**src/rtl/seq_mul_issue_ctrl.sv**
```systemverilog
// seq_mul_issue_ctrl: queues signed operand pairs, runs them one at a time through
// sequential_multiplier, returns each product on a valid/ready port and flags hung multiplies.
module seq_mul_issue_ctrl #(
  parameter int WIDTH   = 16,
  parameter int DEPTH   = 4,
  parameter int TIMEOUT = 20
) (
  input  logic                     clk,
  input  logic                     n_rst,
  input  logic                     in_valid,
  output logic                     in_ready,
  input  logic [WIDTH-1:0]         in_a,
  input  logic [WIDTH-1:0]         in_b,
  output logic [WIDTH-1:0]         mul_multiplier,
  output logic [WIDTH-1:0]         mul_multiplicand,
  output logic                     mul_start,
  input  logic [2*WIDTH-1:0]       mul_product,
  input  logic                     mul_ready,
  output logic                     out_valid,
  input  logic                     out_ready,
  output logic [2*WIDTH-1:0]       out_product,
  output logic [$clog2(DEPTH):0]   fifo_count,
  output logic                     err
);
  localparam int AW = $clog2(DEPTH);
  localparam int CW = AW + 1;
  localparam int TW = $clog2(TIMEOUT + 1);
  typedef enum logic [2:0] {IDLE, START, GUARD, WAIT, OUT} state_t;
  state_t state_q, state_d;
  logic [2*WIDTH-1:0] mem_q [DEPTH];
  logic [2*WIDTH-1:0] mem_d [DEPTH];
  logic [AW-1:0] wr_q, wr_d, rd_q, rd_d;
  logic [CW-1:0] cnt_q, cnt_d;
  logic [WIDTH-1:0] a_q, a_d, b_q, b_d;
  logic [2*WIDTH-1:0] prod_q, prod_d;
  logic [TW-1:0] to_q, to_d;
  logic guard_q, guard_d, err_q, err_d;
  logic push, pop;
  assign in_ready         = n_rst && cnt_q < CW'(DEPTH);
  assign push             = in_valid && in_ready;
  assign pop              = state_q == IDLE && cnt_q != '0;
  assign mul_start        = state_q == START;
  assign out_valid        = state_q == OUT;
  assign mul_multiplier   = a_q;
  assign mul_multiplicand = b_q;
  assign out_product      = prod_q;
  assign fifo_count       = cnt_q;
  assign err              = err_q;
  always_comb begin
    mem_d = mem_q;
    if (push) mem_d[wr_q] = {in_a, in_b};
    wr_d    = wr_q + AW'(push);
    rd_d    = rd_q + AW'(pop);
    cnt_d   = cnt_q + CW'(push) - CW'(pop);
    state_d = state_q;
    a_d     = a_q;
    b_d     = b_q;
    prod_d  = prod_q;
    err_d   = err_q;
    guard_d = state_q == GUARD && !guard_q;
    to_d    = state_q == WAIT ? to_q + TW'(1) : '0;
    case (state_q)
      IDLE: if (pop) begin
        a_d     = mem_q[rd_q][2*WIDTH-1:WIDTH];
        b_d     = mem_q[rd_q][WIDTH-1:0];
        state_d = START;
      end
      START: state_d = GUARD;
      // mul_ready may still be stale from the previous operation for two cycles
      GUARD: state_d = guard_q ? WAIT : GUARD;
      WAIT: if (mul_ready) begin
        prod_d  = mul_product;
        state_d = OUT;
      end else if (to_q == TW'(TIMEOUT - 1)) begin
        err_d   = 1'b1;
        state_d = IDLE;
      end
      OUT: state_d = out_ready ? IDLE : OUT;
      default: state_d = IDLE;
    endcase
  end
  always_ff @(posedge clk or negedge n_rst) begin
    if (!n_rst) begin
      state_q <= IDLE;
      mem_q   <= '{default: '0};
      wr_q    <= '0;
      rd_q    <= '0;
      cnt_q   <= '0;
      a_q     <= '0;
      b_q     <= '0;
      prod_q  <= '0;
      to_q    <= '0;
      guard_q <= 1'b0;
      err_q   <= 1'b0;
    end else begin
      state_q <= state_d;
      mem_q   <= mem_d;
      wr_q    <= wr_d;
      rd_q    <= rd_d;
      cnt_q   <= cnt_d;
      a_q     <= a_d;
      b_q     <= b_d;
      prod_q  <= prod_d;
      to_q    <= to_d;
      guard_q <= guard_d;
      err_q   <= err_d;
    end
  end
endmodule

```
**config.mk**
```make
export PLATFORM = sky130hd
export DESIGN_NAME = seq_mul_issue_ctrl
export DESIGN_NICKNAME = d
export VERILOG_FILES = /design/src/rtl/seq_mul_issue_ctrl.sv
export SDC_FILE = /design/constraint.sdc
export NUM_CORES = 1
export LEC_CHECK = 0
export CAP_MARGIN = 30
export CORE_ASPECT_RATIO = 1.1
export CORE_MARGIN = 8
export CORE_UTILIZATION = 37
export CTS_CLUSTER_DIAMETER = 30
export DETAILED_ROUTE_END_ITERATION = 10
export DONT_BUFFER_PORTS = 1
export GPL_ROUTABILITY_DRIVEN = 0
export GPL_TIMING_DRIVEN = 1
export HOLD_SLACK_MARGIN = 0.05
export SYNTH_ARGS = -nofsm -noshare
export SYNTH_HDL_FRONTEND = slang
export SYNTH_SLANG_ARGS = --single-unit
```
**constraint.sdc**
```tcl
create_clock -name clk -period 2.6 [get_ports clk]
set_input_delay 0.39 -clock clk [delete_from_list [all_inputs] [get_ports clk]]
set_output_delay 0.39 -clock clk [all_outputs]
set_load 0.1 [all_outputs]
```
==> metrics list <==
* Status: finished, violations left
- Violations in the final reports: hold timing
- The worst setup path is captured at a flop.
- Top cells by area, synth: sky130_fd_sc_hd__dfrtp_1, sky130_fd_sc_hd__mux2_2, sky130_fd_sc_hd__mux4_2
* Predominant post-synthesis flop cell: sky130_fd_sc_hd__dfrtp_1
- After detailed routing, the total wire length is 20.0 mm.
- Synth Area per Inst: between 15 and 20 µm²
* Min Tclk post-route: approximately 2.1 ns
- Setup violations remaining at the end of the flow were counted as 0.
* Worst setup SP type: flop
- Largest net degree at the start of global routing: ~210
* Clock latency reported for the late side of the worst-skew pair: 0.51 ns
- The clock passes through at most 3 buffers.
- TritonCTS built the clock tree.
* Clk slew on worst S/H paths: approximately 0.05 ns
* Critical-path cell with the highest stage delay: sky130_fd_sc_hd__dfrtp_4
* Sequential element share of the synthesized area: 59.5%
- Required time of the critical path: slightly below 3 ns
- Setup repair after global routing missed its margin: no
* Number of global-route vias before repair: ~5,600
- Commonest cells post-synth: sky130_fd_sc_hd__dfrtp_1, sky130_fd_sc_hd__mux2_2, sky130_fd_sc_hd__mux4_2
- Compared with the post-synthesis result, the final layout area differs by 29.7%.
- Final hold analysis gives a worst-case slack of -0.425 ns.
* Number of placed instances with taps included: ~800
- The number of hold buffers added after CTS was 66.
* Initial core utilization: 37.4%
- Summing all multi-input logic gate instances after layout gives between 3000 and 4000 µm².
* Post-synthesis sequential element count: approximately 210
- Core Footprint: ~24,000 µm²
* Headroom to the max-slew limit: a little over a third
- ANT nets after route: 0
- First DRT Iteration DRCs: 179
- In the synthesized netlist the async set-or-reset flop fraction comes to 100%.
* Total number of placement rows: 59
- The initial antenna violation count came to 1.
* Vertical die dimension: approximately 180 µm
- After global routing the overflow that remains totals 0.
* Worst Hold Class: input port to asynchronous set/reset pin
- The first global-routing pass estimated ~31 mm of wire.
- In the synthesized netlist, the number of instances is 515.
- Endpoint of the worst setup timing path: mul_multiplier[11]$_DFFE_PN0P_
- Worst-Margin Slew: ~0.95 ns
- Drc violations: 0
* Setup slack on the worst flop-to-flop path: just under 0.5 ns
- Area of the die: a little under 30,000 µm²
- Dividing the detail-routed via count by the number of cells gives 5.04.
- The final hold violation count is about 210.
- Via total after detailed routing: 4,813
- Between clock sinks in the finished design, the worst skew comes to about 0.014 ns.
- Count of cells resized by post-cts repair: 0
- Of the available clock period, the critical path in the final layout requires just over 80%.
- At the end of the flow the core is filled with cells to about half.
- Dividing the detail-routed wire length by the instance count gives about 21 µm.
- The clock drives between 200 and 250 sinks.
* Leading area contributor after synthesis: sky130_fd_sc_hd__dfrtp_1
- The number of nets handed over by synthesis was between 500 and 600.
- In this design, the stage delay of the slowest critical-path cell is 0.49 ns.
- Overall track demand over capacity in global routing: between 10 and 15%
- Buffers added to address setup during post-CTS repair amount to 0.
* Netlist Area Pre-Place: just under 9000 µm²
* Width of the die: 163 µm
- Data on the critical path arrives at its endpoint at 2.48 ns.
- Final Non-Filler Cells: 955
- Number of input and output port buffers inserted: 0
- In this run the critical register-to-register path is captured at mul_multiplier[11]$_DFFE_PN0P_.
* Pre-CTS setup slack: roughly 0.49 ns
- Worst path setup slack after routing: 0.497 ns
- Based on the critical path, the design can be clocked at up to about 0.48 GHz.
- Net count, final: between 600 and 700
* Startpoint of the worst register-to-register path: fifo_count[2]$_DFF_PN0_
* Number of CTS-inserted buffers: 44
* Most used standard cell by instance count after synthesis: sky130_fd_sc_hd__dfrtp_1
- Storage cell area: approximately 5200 µm²
- The critical path starts at fifo_count[2]$_DFF_PN0_.
* Filler cell count in the final layout: slightly below 2,000
- Setup tns final: 0 ns
- The setup path with the least slack is of type flop to flop.
- Count of flip-flops with a built-in enable after synthesis: 0
- Share of Yosys cell area claimed by the top area cell type: between 50% and 60%
- Root Driver: sky130_fd_sc_hd__clkbuf_16
* Reg2reg path depth: 4
- Sequence of cells on the critical path: or3_2 -> nand2_2 -> buf_4 -> mux2_2
- The repair_antennas step left the layout with diodes totalling 0.
- Largest fanout of any net on the critical path: 33
- After synthesis, the netlist uses 34 different library cells.
- First-pass iteration count of the detailed router: 4
- CTS H-tree lvls: 2
- The final max-slew violation count came to 0.
- Cells with a size suffix above 1 make up 51.1% of the layout.
- Count of yosys warnings during synthesis: 0
* Max-cap violations: 0
* Detailed placement HPWL: about 11 mm
- Number of top-level pins: 140
layer usage:
layer	routed length, µm	GRT usage [%]	part of all wire (%)
met2	9970	22.8	50
met3	1340	4.85	6.7
met1	8160	16.5	41
met4	484	5.47	2.4
met5	13	0	0.065
cell type report:
class	instances	area share, %
Tap cell	305	3.34
Clock inverter	29	2.97
Inverter	4	0.164
Timing Repair Buffer	80	7.26
Sequential cell	209	45.9
Multi-Input combinational cell	275	29.8
Clock buffer	53	10.6
cell usage in the layout, fill, tap and decap left out, drive strengths merged, types with 2 or more instances in the layout:
| cell | n |
|---|---|
| clkbuf | 53 |
| or3 | 2 |
| mux2 | 192 |
| ha | 3 |
| clkinvlp | 5 |
| nor2 | 6 |
| buf | 14 |
| xnor2 | 5 |
| nor3 | 3 |
| dfrtp | 209 |
| nand3 | 4 |
| dlygate4sd3 | 66 |
| mux4 | 32 |
| bufinv | 6 |
| inv | 9 |
| clkinv | 13 |
| nand2 | 8 |
| nand3b | 3 |
| xor2 | 4 |
| nor3b | 2 |
cell families after synthesis:
family	Yosys count	synth area share, %
fa+ha+maj	4	0.654
mux	224	34.0
compound gates	4	0.327
buf+inv	31	2.26
simple gates	34	2.36
xor+xnor	9	0.896
flops	209	59.5
worst min-delay path by stage:
| stage | from | cells past startpoint | slack [ns] | to |
|---|---|---|---|---|
| after floorplan | n_rst | 0 | 0.09 | err$_DFFE_PN0P_ |
| after global placement | n_rst | 0 | 0.10 | mul_multiplicand[2]$_DFFE_PN0P_ |
| after detailed placement | n_rst | 0 | 0.10 | mem_q[100]$_DFFE_PN0P_ |
| after CTS | n_rst | 0 | -0.46 | mul_multiplicand[2]$_DFFE_PN0P_ |
| after global routing | n_rst | 0 | -0.46 | mem_q[100]$_DFFE_PN0P_ |
| final | n_rst | 0 | -0.42 | mul_multiplicand[2]$_DFFE_PN0P_ |
critical path, delay by kind of cell (launching register included):
| family | cells | cell delay, ns |
|---|---|---|
| simple gates | 2 | 0.56 |
| buf+inv | 1 | 0.49 |
| flops | 1 | 0.49 |
| mux | 1 | 0.41 |
flip-flops by register name, summed over array words and instances (netlist names):
| register | cells |
|---|---|
| mem_q | 128 |
| guard_q | 1 |
| out_product | 32 |
| mul_multiplier | 16 |
| rd_q | 2 |
| to_q | 5 |
| err | 1 |
| mul_multiplicand | 16 |
| wr_q | 2 |
| fifo_count | 3 |
| state_q | 3 |
metrics by stage:
stage | instance area, µm² | hold slack, ns
6_report | 11400 | -0.425
5_1_grt | 11400 | -0.463
3_5_place_dp | 9210 | 0.101
2_1_floorplan | 8810 | 0.0944
3_3_place_gp | 9210 | 0.101
4_1_cts | 11400 | -0.455
Power is not shown: default switching activity piles up to over one toggle a cycle in this logic, so the estimate is an artifact.
==> patch: new RTL, same settings <==
Encoding of `state_t`: now one-hot (5 bits for 5 states).
--- a/src/rtl/seq_mul_issue_ctrl.sv
+++ b/src/rtl/seq_mul_issue_ctrl.sv
@@ -26,5 +26,5 @@
   localparam int CW = AW + 1;
   localparam int TW = $clog2(TIMEOUT + 1);
-  typedef enum logic [2:0] {IDLE, START, GUARD, WAIT, OUT} state_t;
+  typedef enum logic [4:0] {IDLE = 5'b00001, START = 5'b00010, GUARD = 5'b00100, WAIT = 5'b01000, OUT = 5'b10000} state_t;
   state_t state_q, state_d;
   logic [2*WIDTH-1:0] mem_q [DEPTH];
Check against the original RTL: same outputs for any inputs over 4 cycles, from zero or initial values and one cycle with n_rst low; so few cycles prove little.
==> patch against the unedited design <==
The run still ends with negative hold slack left; synthesized area down 0.70%; cell area rose by 0.31%; worst setup slack got worse by 0.19 ns; die area is 0.63% lower; sequential cell count grew 2; wire length shrank 0.98%; hold slack worse by 0.0053 ns; critical endpoint is now mul_start; largest cell class unchanged.
==> patch: results <==
{
  "synth_top_cells_by_count": "dfrtp_1 (210), mux2_2 (186), mux4_2 (32), buf_2 (16), nor2_1 (12)",
  "fin_skew_ns": 0.0171,
  "track_usage_pct": 14.0,
  "hold_viol": 211,
  "n_all_buffers": 87,
  "synth_area_leaders": "dfrtp_1 (60%), mux2_2 (24%), mux4_2 (8.2%), buf_2 (0.92%), mux2_1 (0.77%)",
  "dp_slack_ns": 0.464,
  "final_net_count": 705,
  "grt_pass1_wl_mm": 31.6,
  "multi_input_area_um2": 3320,
  "viasPerCell": 5.06,
  "clock-sinks": 211,
  "fillCellCount": 1937,
  "grt_pass1_vias": 5683,
  "cp_max_fo": 7,
  "multi_input_gates": 283,
  "grt_max_degree": 214,
  "placed_cells": 824,
  "violations": "negative hold slack",
  "synth.distinct_cells": 35,
  "buffer_area_share_pct": 7.26,
  "outcome": "complete, but fails checks",
  "clkCellAreaFrac_pct": 14.1,
  "first_iter_violations": 135,
  "worstPathArrival_ns": 1.90,
  "seq_area_um2": 5290,
  "yosysWarningCount": 0,
  "core_um2": 23400,
  "clockBufferDepth": 3,
  "p_sw_share_pct": 36.7,
  "hpwl_mm": 12.1,
  "grt_antenna_before_repair": 0,
  "ys_seq_area_share_pct": 60.5,
  "synth_nets": 597,
  "dpl_cell_area_um2": 9180,
  "drive_gt1_share_pct": 50.3,
  "hold-worst-slack_ns": -0.430,
  "cts_buffers": 45,
  "drt_wl_total_mm": 19.8,
  "tightest_slew_ns": 0.970,
  "clkbuf_count": 52,
  "layout.cells.non_filler": 973
}
-- patch: cell types whose count changed after synthesis, sizes merged, moves of 2 or more --
cell    unedited run  this run
nand2              8         5
nand3              4         6
nand3b             3         1
nor2               6        12
nor3               3         5
or2                0         2
-- patch: path summary, 6_finish.rpt --
path                                              from                     endpoint  slack, ns  cells after the start
worst max-delay path            state_q[3]$_DFFE_PN0P_                    mul_start       0.31                      3
worst min register to register       to_q[0]$_DFF_PN0_            to_q[0]$_DFF_PN0_       0.47                      1
min in group clk                             mul_ready              err$_DFFE_PN0P_       0.10                      2
worst max register to register  state_q[3]$_DFFE_PN0P_      fifo_count[2]$_DFF_PN0_       0.46                      7
max in group asynchronous                        n_rst        mem_q[94]$_DFFE_PN0P_       2.67                      0
worst min-delay path                             n_rst  out_product[14]$_DFFE_PN0P_      -0.43                      0
-- patch: cells by family (layout without fill, tap and decap cells) --
family / after synthesis / count (layout) / share of synthesized area [%]
simple gates: 38 / 38 / 2.43
flops: 211 / 211 / 60.5
compound gates: 7 / 7 / 0.544
mux: 224 / 224 / 33.0
buf+inv: 30 / 174 / 1.90
fa+ha+maj: 4 / 4 / 0.659
xor+xnor: 10 / 10 / 1.00
-- patch: layer usage --
metal / global-route usage (%) / routed length (um) / vias up
li1: - / - / 2160
met5: 0 / 0 / -
met3: 4.26 / 1430 / 37
met4: 5.68 / 467 / 0
met1: 15.6 / 7600 / 2581
met2: 24.5 / 10300 / 141
-- patch: repair_timing --
action | 4_1_cts | 5_1_grt
endpoints found under the hold margin | 373 | 211
endpoints found under the setup margin | 0 | 0
buffers inserted | 0 | 0
-- patch: worst max-delay path, cell delays in order, from the launching register on --
cell     delay [ns]
dfrtp_1        0.44
or3_4          0.40
nor3b_4        0.21
buf_4          0.33
